[src/rtl/spec_op_dispatcher.sv]
// -----------------------------------------------------------------------------
// spec_op_dispatcher
//
// Buffers {op, dst, src} commands in a small FIFO and hands them one at a time
// to a specialized unit (FFT / encrypt / decrypt). For each command it waits
// for the unit's completion (or gives up after TIMEOUT cycles) and presents a
// single response through a valid/ready handshake.
//
// Parameters
//   DEPTH   : command FIFO entries (power of two, >= 2)
//   TIMEOUT : cycles spent in WAIT for su_done before an error response
//
// Ports
//   clk, reset            : rising-edge clock, synchronous active-high reset
//   cmd_valid/cmd_ready   : command handshake (cmd_ready = FIFO not full)
//   cmd_op/dst/src        : operation code, destination and source addresses
//   su_op_code/su_R1/su_R2: issue to the unit; op code is 0000 except in ISSUE
//   su_result/su_done     : completion from the unit (su_done is registered)
//   rsp_valid/rsp_ready   : response handshake
//   rsp_result/rsp_err    : captured result (0 on error), error flag
//   busy                  : FSM not idle or FIFO not empty
// -----------------------------------------------------------------------------
module spec_op_dispatcher #(
  parameter int DEPTH   = 4,
  parameter int TIMEOUT = 15
) (
  input  logic        clk,
  input  logic        reset,
  input  logic        cmd_valid,
  output logic        cmd_ready,
  input  logic [3:0]  cmd_op,
  input  logic [18:0] cmd_dst,
  input  logic [18:0] cmd_src,
  output logic [3:0]  su_op_code,
  output logic [18:0] su_R1,
  output logic [18:0] su_R2,
  input  logic [18:0] su_result,
  input  logic        su_done,
  output logic        rsp_valid,
  input  logic        rsp_ready,
  output logic [18:0] rsp_result,
  output logic        rsp_err,
  output logic        busy
);

  localparam int AW = $clog2(DEPTH);
  localparam int CW = $clog2(TIMEOUT + 1);
  localparam int EW = 4 + 19 + 19;

  localparam logic [1:0] S_IDLE  = 2'd0;
  localparam logic [1:0] S_ISSUE = 2'd1;
  localparam logic [1:0] S_WAIT  = 2'd2;
  localparam logic [1:0] S_RESP  = 2'd3;

  localparam logic [AW:0]   FULL_CNT = (AW + 1)'(DEPTH);
  localparam logic [CW-1:0] TMO_LAST = CW'(TIMEOUT - 1);
  localparam logic [CW-1:0] TMO_MAX  = CW'(TIMEOUT);

  // Command FIFO storage
  logic [EW-1:0] fifo_mem [DEPTH];
  logic [AW-1:0] wr_ptr_q, wr_ptr_d;
  logic [AW-1:0] rd_ptr_q, rd_ptr_d;
  logic [AW:0]   count_q, count_d;
  logic          push;
  logic          pop;

  logic [3:0]    head_op;
  logic [18:0]   head_dst;
  logic [18:0]   head_src;
  logic          head_legal;

  // Control / datapath registers
  logic [1:0]    state_q, state_d;
  logic [CW-1:0] tmo_q, tmo_d;
  logic [3:0]    su_op_q, su_op_d;
  logic [18:0]   su_r1_q, su_r1_d;
  logic [18:0]   su_r2_q, su_r2_d;
  logic [18:0]   rsp_result_q, rsp_result_d;
  logic          rsp_err_q, rsp_err_d;

  // Ready depends only on registered occupancy, so a pop in the same cycle
  // never lets a push into a full FIFO.
  assign cmd_ready = (count_q != FULL_CNT);
  assign push      = cmd_valid && cmd_ready;
  // count_q excludes a push happening this cycle, so a fresh entry in an
  // empty FIFO is popped one cycle later at the earliest.
  assign pop       = (state_q == S_IDLE) && (count_q != '0);

  assign {head_op, head_dst, head_src} = fifo_mem[rd_ptr_q];
  assign head_legal = (head_op == 4'b1100) || (head_op == 4'b1101) ||
                      (head_op == 4'b1110);

  always_ff @(posedge clk) begin
    if (push) begin
      fifo_mem[wr_ptr_q] <= {cmd_op, cmd_dst, cmd_src};
    end
  end

  always_comb begin
    wr_ptr_d = wr_ptr_q;
    rd_ptr_d = rd_ptr_q;
    count_d  = count_q;
    if (push) begin
      wr_ptr_d = wr_ptr_q + AW'(1);
    end
    if (pop) begin
      rd_ptr_d = rd_ptr_q + AW'(1);
    end
    case ({push, pop})
      2'b10:   count_d = count_q + (AW + 1)'(1);
      2'b01:   count_d = count_q - (AW + 1)'(1);
      default: count_d = count_q;
    endcase
  end

  always_comb begin
    state_d      = state_q;
    tmo_d        = tmo_q;
    su_op_d      = 4'b0000;      // op code is only non-zero during ISSUE
    su_r1_d      = su_r1_q;
    su_r2_d      = su_r2_q;
    rsp_result_d = rsp_result_q;
    rsp_err_d    = rsp_err_q;
    case (state_q)
      S_IDLE: begin
        if (pop) begin
          if (head_legal) begin
            state_d = S_ISSUE;
            su_op_d = head_op;
            su_r1_d = head_dst;
            su_r2_d = head_src;
          end else begin
            // Illegal op never reaches the unit; answer with an error.
            state_d      = S_RESP;
            rsp_result_d = '0;
            rsp_err_d    = 1'b1;
          end
        end
      end
      S_ISSUE: begin
        state_d = S_WAIT;
        tmo_d   = '0;
      end
      S_WAIT: begin
        if (su_done) begin
          state_d      = S_RESP;
          rsp_result_d = su_result;
          rsp_err_d    = 1'b0;
        end else if (tmo_q >= TMO_LAST) begin
          // This was the TIMEOUT-th WAIT cycle without completion.
          state_d      = S_RESP;
          rsp_result_d = '0;
          rsp_err_d    = 1'b1;
        end else begin
          tmo_d = (tmo_q == TMO_MAX) ? tmo_q : tmo_q + CW'(1);
        end
      end
      S_RESP: begin
        if (rsp_ready) begin
          state_d = S_IDLE;
        end
      end
      default: state_d = S_IDLE;
    endcase
  end

  always_ff @(posedge clk) begin
    if (reset) begin
      wr_ptr_q     <= '0;
      rd_ptr_q     <= '0;
      count_q      <= '0;
      state_q      <= S_IDLE;
      tmo_q        <= '0;
      su_op_q      <= 4'b0000;
      su_r1_q      <= '0;
      su_r2_q      <= '0;
      rsp_result_q <= '0;
      rsp_err_q    <= 1'b0;
    end else begin
      wr_ptr_q     <= wr_ptr_d;
      rd_ptr_q     <= rd_ptr_d;
      count_q      <= count_d;
      state_q      <= state_d;
      tmo_q        <= tmo_d;
      su_op_q      <= su_op_d;
      su_r1_q      <= su_r1_d;
      su_r2_q      <= su_r2_d;
      rsp_result_q <= rsp_result_d;
      rsp_err_q    <= rsp_err_d;
    end
  end

  assign su_op_code = su_op_q;
  assign su_R1      = su_r1_q;
  assign su_R2      = su_r2_q;
  assign rsp_valid  = (state_q == S_RESP);
  assign rsp_result = rsp_result_q;
  assign rsp_err    = rsp_err_q;
  assign busy       = (state_q != S_IDLE) || (count_q != '0);

endmodule

[config.mk]
export PLATFORM = sky130hd
export DESIGN_NAME = spec_op_dispatcher
export DESIGN_NICKNAME = d
export VERILOG_FILES = /design/src/rtl/spec_op_dispatcher.sv
export SDC_FILE = /design/constraint.sdc
export NUM_CORES = 1
export LEC_CHECK = 0
export ABC_AREA = 1
export CAP_MARGIN = 20
export CORE_MARGIN = 2
export CORE_UTILIZATION = 35
export DETAILED_ROUTE_END_ITERATION = 6
export GPL_ROUTABILITY_DRIVEN = 0
export PLACE_DENSITY_LB_ADDON = 0.3
export SYNTH_ARGS = -nofsm -noshare
export SYNTH_HDL_FRONTEND = slang
export SYNTH_SLANG_ARGS = --single-unit
[constraint.sdc]
create_clock -name clk -period 3.4 [get_ports clk]
set_input_delay 0.34 -clock clk [delete_from_list [all_inputs] [get_ports clk]]
set_output_delay 0.34 -clock clk [all_outputs]
set_load 0.005 [all_outputs]
==> flow_summary.toml <==
[grt]
grt_max_degree = 67
grt_pass1_vias = 6207
grtUsageTotal = 0.145
antenna_found_initial = 1
grt_pass1_wl_um = 32700
grt_overflow = 0

[floorplan]
dieArea_um2 = 28400
die_h_um = 168
num_rows = 60
core-area_um2 = 26700
start_util = 0.354
top_level_ports = 131
die_w_um = 168

[detailed_routing]
vias = 6386
ant_nets = 0
via_per_inst = 4.80
wl_um = 20900
first_pass_iters = 4
first_iter_violations = 436
avgRoutedWirePerCell_um = 15.7
drc = 0

[critical_path]
cp_max_fo = 6
worst_path_dominant_cell_family = "adder cells"
crit_type = "flop to flop"
start_kind = "flop"
arrival_ns = 2.78
rr_worst_depth = 11
regToRegEndpoint = "count_q[2]$_SDFFE_PP0P_"
slowest_stage = "fa_1"
r2r-start = "state_q[0]$_SDFFE_PP0P_"
path_cells = "inv_1 > ha_1 > inv_1 > nor2_1 > ha_1 > inv_1 > fa_1 > a21oi_1 > o21ai_0 > o21ai_0 > a21oi_1"
crit_path_end_kind = "flop"
reg2reg_slack_ns = 1.04
cpPeakStageDelay_ns = 0.38
critical_path_required_ns = 3.82
cp_common_cell = "inv_1"
critPathBufInv = 3

[timing]
period_share = 0.694
hold_violations = 0
drv_slew = 0
setup_violations = 0
final.setup.tns_ns = 0
tightest_slew_ns = 0.980
finalCriticalPeriod_ns = 2.36
max_freq_mhz = 424
clock_skew_ns = 0.0170
setup_ws_ns = 1.04
slew-limit-headroom = 0.346
grt_setup_unrepaired = "no"

[layout]
regArea_um2 = 6590
drive_above_1_share = 0.0869
final_nets = 1049
diodes = 0
final_core_util = 0.449
nFillCells = 2488
area_growth_pct = 26.8
multi_input_area_um2 = 2530

[logic_synthesis]
yosys_warnings = 0
syn_area_um2 = 9470
yosys.area.top_type = "edfxtp_1"
synth_top_area_frac = 0.533
synthCells = 848
synth.yosys.seq_area_share = 0.696
ys_ff_latch = 245
synth.avg_cell_area_um2 = 11.2
synth_nets = 927
yosys-top-cells-area = "edfxtp_1, dfxtp_1, nand2_1"
synth_cell_types = 29

[hold_path]
min_path_cells = 1
min_from = "cmd_dst[6]"
holdPathEnd = "fifo_mem[0][25]$_DFFE_PP_"
hold_path.class = "input pin to flop"

[clocking]
clock_latency_ns = 0.53
cts_buffers = 26
cts-resized-gates = 0
root_buffer = "clkbuf_16"
cts_sinks = 245
htree_levels = 1
cts_buffer_depth = 3
cts_tree = "yes"
post-cts-setup-buffer-count = 0
cts_hold_buf = 0
clkSlewWorstSetupHoldPaths_ns = 0.06

[placed_design]
hpwlAfterDp_um = 12200
io_buffers = 130
preCtsSetupSlack_ns = 0.989

[power]
power_leakage_nw = 4.16
pwr_density_cell_nw_per_um2 = 772
vdd_ir_drop_max_mv = 0.413

[job]
max_cap_viol_count = 0

[run_status]
status = "finished, final reports clean"
routing by layer:
| layer | wire [um] | vias to the layer above | track usage |
|---|---|---|---|
| li1 | - | 3182 | - |
| met1 | 9890 | 3016 | 0.201 |
| met4 | 447 | 0 | 0.0427 |
| met2 | 9390 | 153 | 0.233 |
| met5 | 0 | - | 0 |
| met3 | 1130 | 35 | 0.0267 |
through the flow:
step / instances / area [um2] / power (mW) / hold WS [ns]
final: 1331 / 12000 / 9.26 / 0.450
after global placement: 1283 / 11100 / 6.44 / 0.451
after CTS: 1331 / 12000 / 9.37 / 0.434
after global routing: 1331 / 12000 / 9.84 / 0.448
after detailed placement: 1283 / 11100 / 6.50 / 0.451
after floorplan: 848 / 9470 / 5.58 / 0.436
worst register-to-register path: stages, from the launching register on:
cell,delay (ns)
dfxtp_1,0.33
inv_1,0.13
ha_1,0.26
inv_1,0.06
nor2_1,0.36
ha_1,0.23
inv_1,0.06
fa_1,0.38
a21oi_1,0.14
o21ai_0,0.11
o21ai_0,0.15
a21oi_1,0.05
registers in the layout, indices dropped and copies added (netlist names), 2 cells and up, named ones only:
name / count
fifo_mem: 168
rsp_result: 19
su_R1: 19
su_R2: 19
su_op_code: 4
tmo_q: 4
count_q: 3
rd_ptr_q: 2
state_q: 2
wr_ptr_q: 2
cell families after synthesis:
kind of cell | share of synthesized area
compound gates | 0.112
fa+ha+maj | 0.0180
buf+inv | 0.0399
flops | 0.696
simple gates | 0.134
layout make-up:
| cell class | count | area share |
|---|---|---|
| clock inverter | 13 | 0.0119 |
| sequential | 245 | 0.549 |
| inverter | 37 | 0.0116 |
| timing repair buffer | 143 | 0.119 |
| clock buffer | 35 | 0.0613 |
| tap | 341 | 0.0356 |
| multi-input combinational | 517 | 0.211 |
where the power goes:
| part | total [mW] | switching (mW) | internal (mW) |
|---|---|---|---|
| combinational | 2.57 | 1.58 | 0.995 |
| clock | 2.85 | 1.11 | 1.74 |
| sequential | 3.84 | 0.213 | 3.62 |
| total | 9.26 | 2.90 | 6.36 |
how the worst max path moves through the flow:
| stage | depth (start not counted) | from | slack (ns) | endpoint |
|---|---|---|---|---|
| floorplan | 4 | count_q[0]$_SDFFE_PP0P_ | 0.49 | fifo_mem[0][0]$_DFFE_PP_ |
| global placement | 9 | cmd_valid | 0.97 | count_q[2]$_SDFFE_PP0P_ |
| detailed placement | 9 | cmd_valid | 0.99 | count_q[2]$_SDFFE_PP0P_ |
| CTS | 11 | state_q[0]$_SDFFE_PP0P_ | 1.02 | count_q[2]$_SDFFE_PP0P_ |
| global route | 11 | state_q[0]$_SDFFE_PP0P_ | 0.77 | count_q[2]$_SDFFE_PP0P_ |
| finish | 11 | state_q[0]$_SDFFE_PP0P_ | 1.04 | count_q[2]$_SDFFE_PP0P_ |
cells in the mapped netlist:
cell type,count
a21oi_1,62
a21oi_2,10
buf_2,14
buf_4,2
buf_6,1
buf_8,2
clkbuf_1,30
clkinv_1,1
dfxtp_1,77
edfxtp_1,168
fa_1,1
ha_1,12
inv_1,34
inv_2,2
nand2_1,145
nand2_2,10
nand3_1,33
nand3_2,1
nand3_4,1
nand4_1,1
nor2_1,112
nor2_2,1
nor2_4,1
nor3_1,1
nor3b_1,2
o21ai_0,78
o21ai_1,7
o22ai_1,38
or2_2,1
cell usage in the layout, fill, tap and decap left out, types with 5 or more instances in the layout:
master           instances
o22ai_1                 38
nand2_1                145
clkbuf_1                 5
clkinv_1                 5
nor2_1                 108
nand3_1                 33
clkbuf_16               27
a21oi_1                 62
o21ai_1                  7
dfxtp_1                 75
ha_1                    12
a21oi_2                 10
nand2_2                 10
edfxtp_1               168
nor2_4                   5
clkdlybuf4s50_1        129
o21ai_0                 78
buf_4                   10
inv_1                   34
No activity file was read; power rests on OpenSTA's default activity.
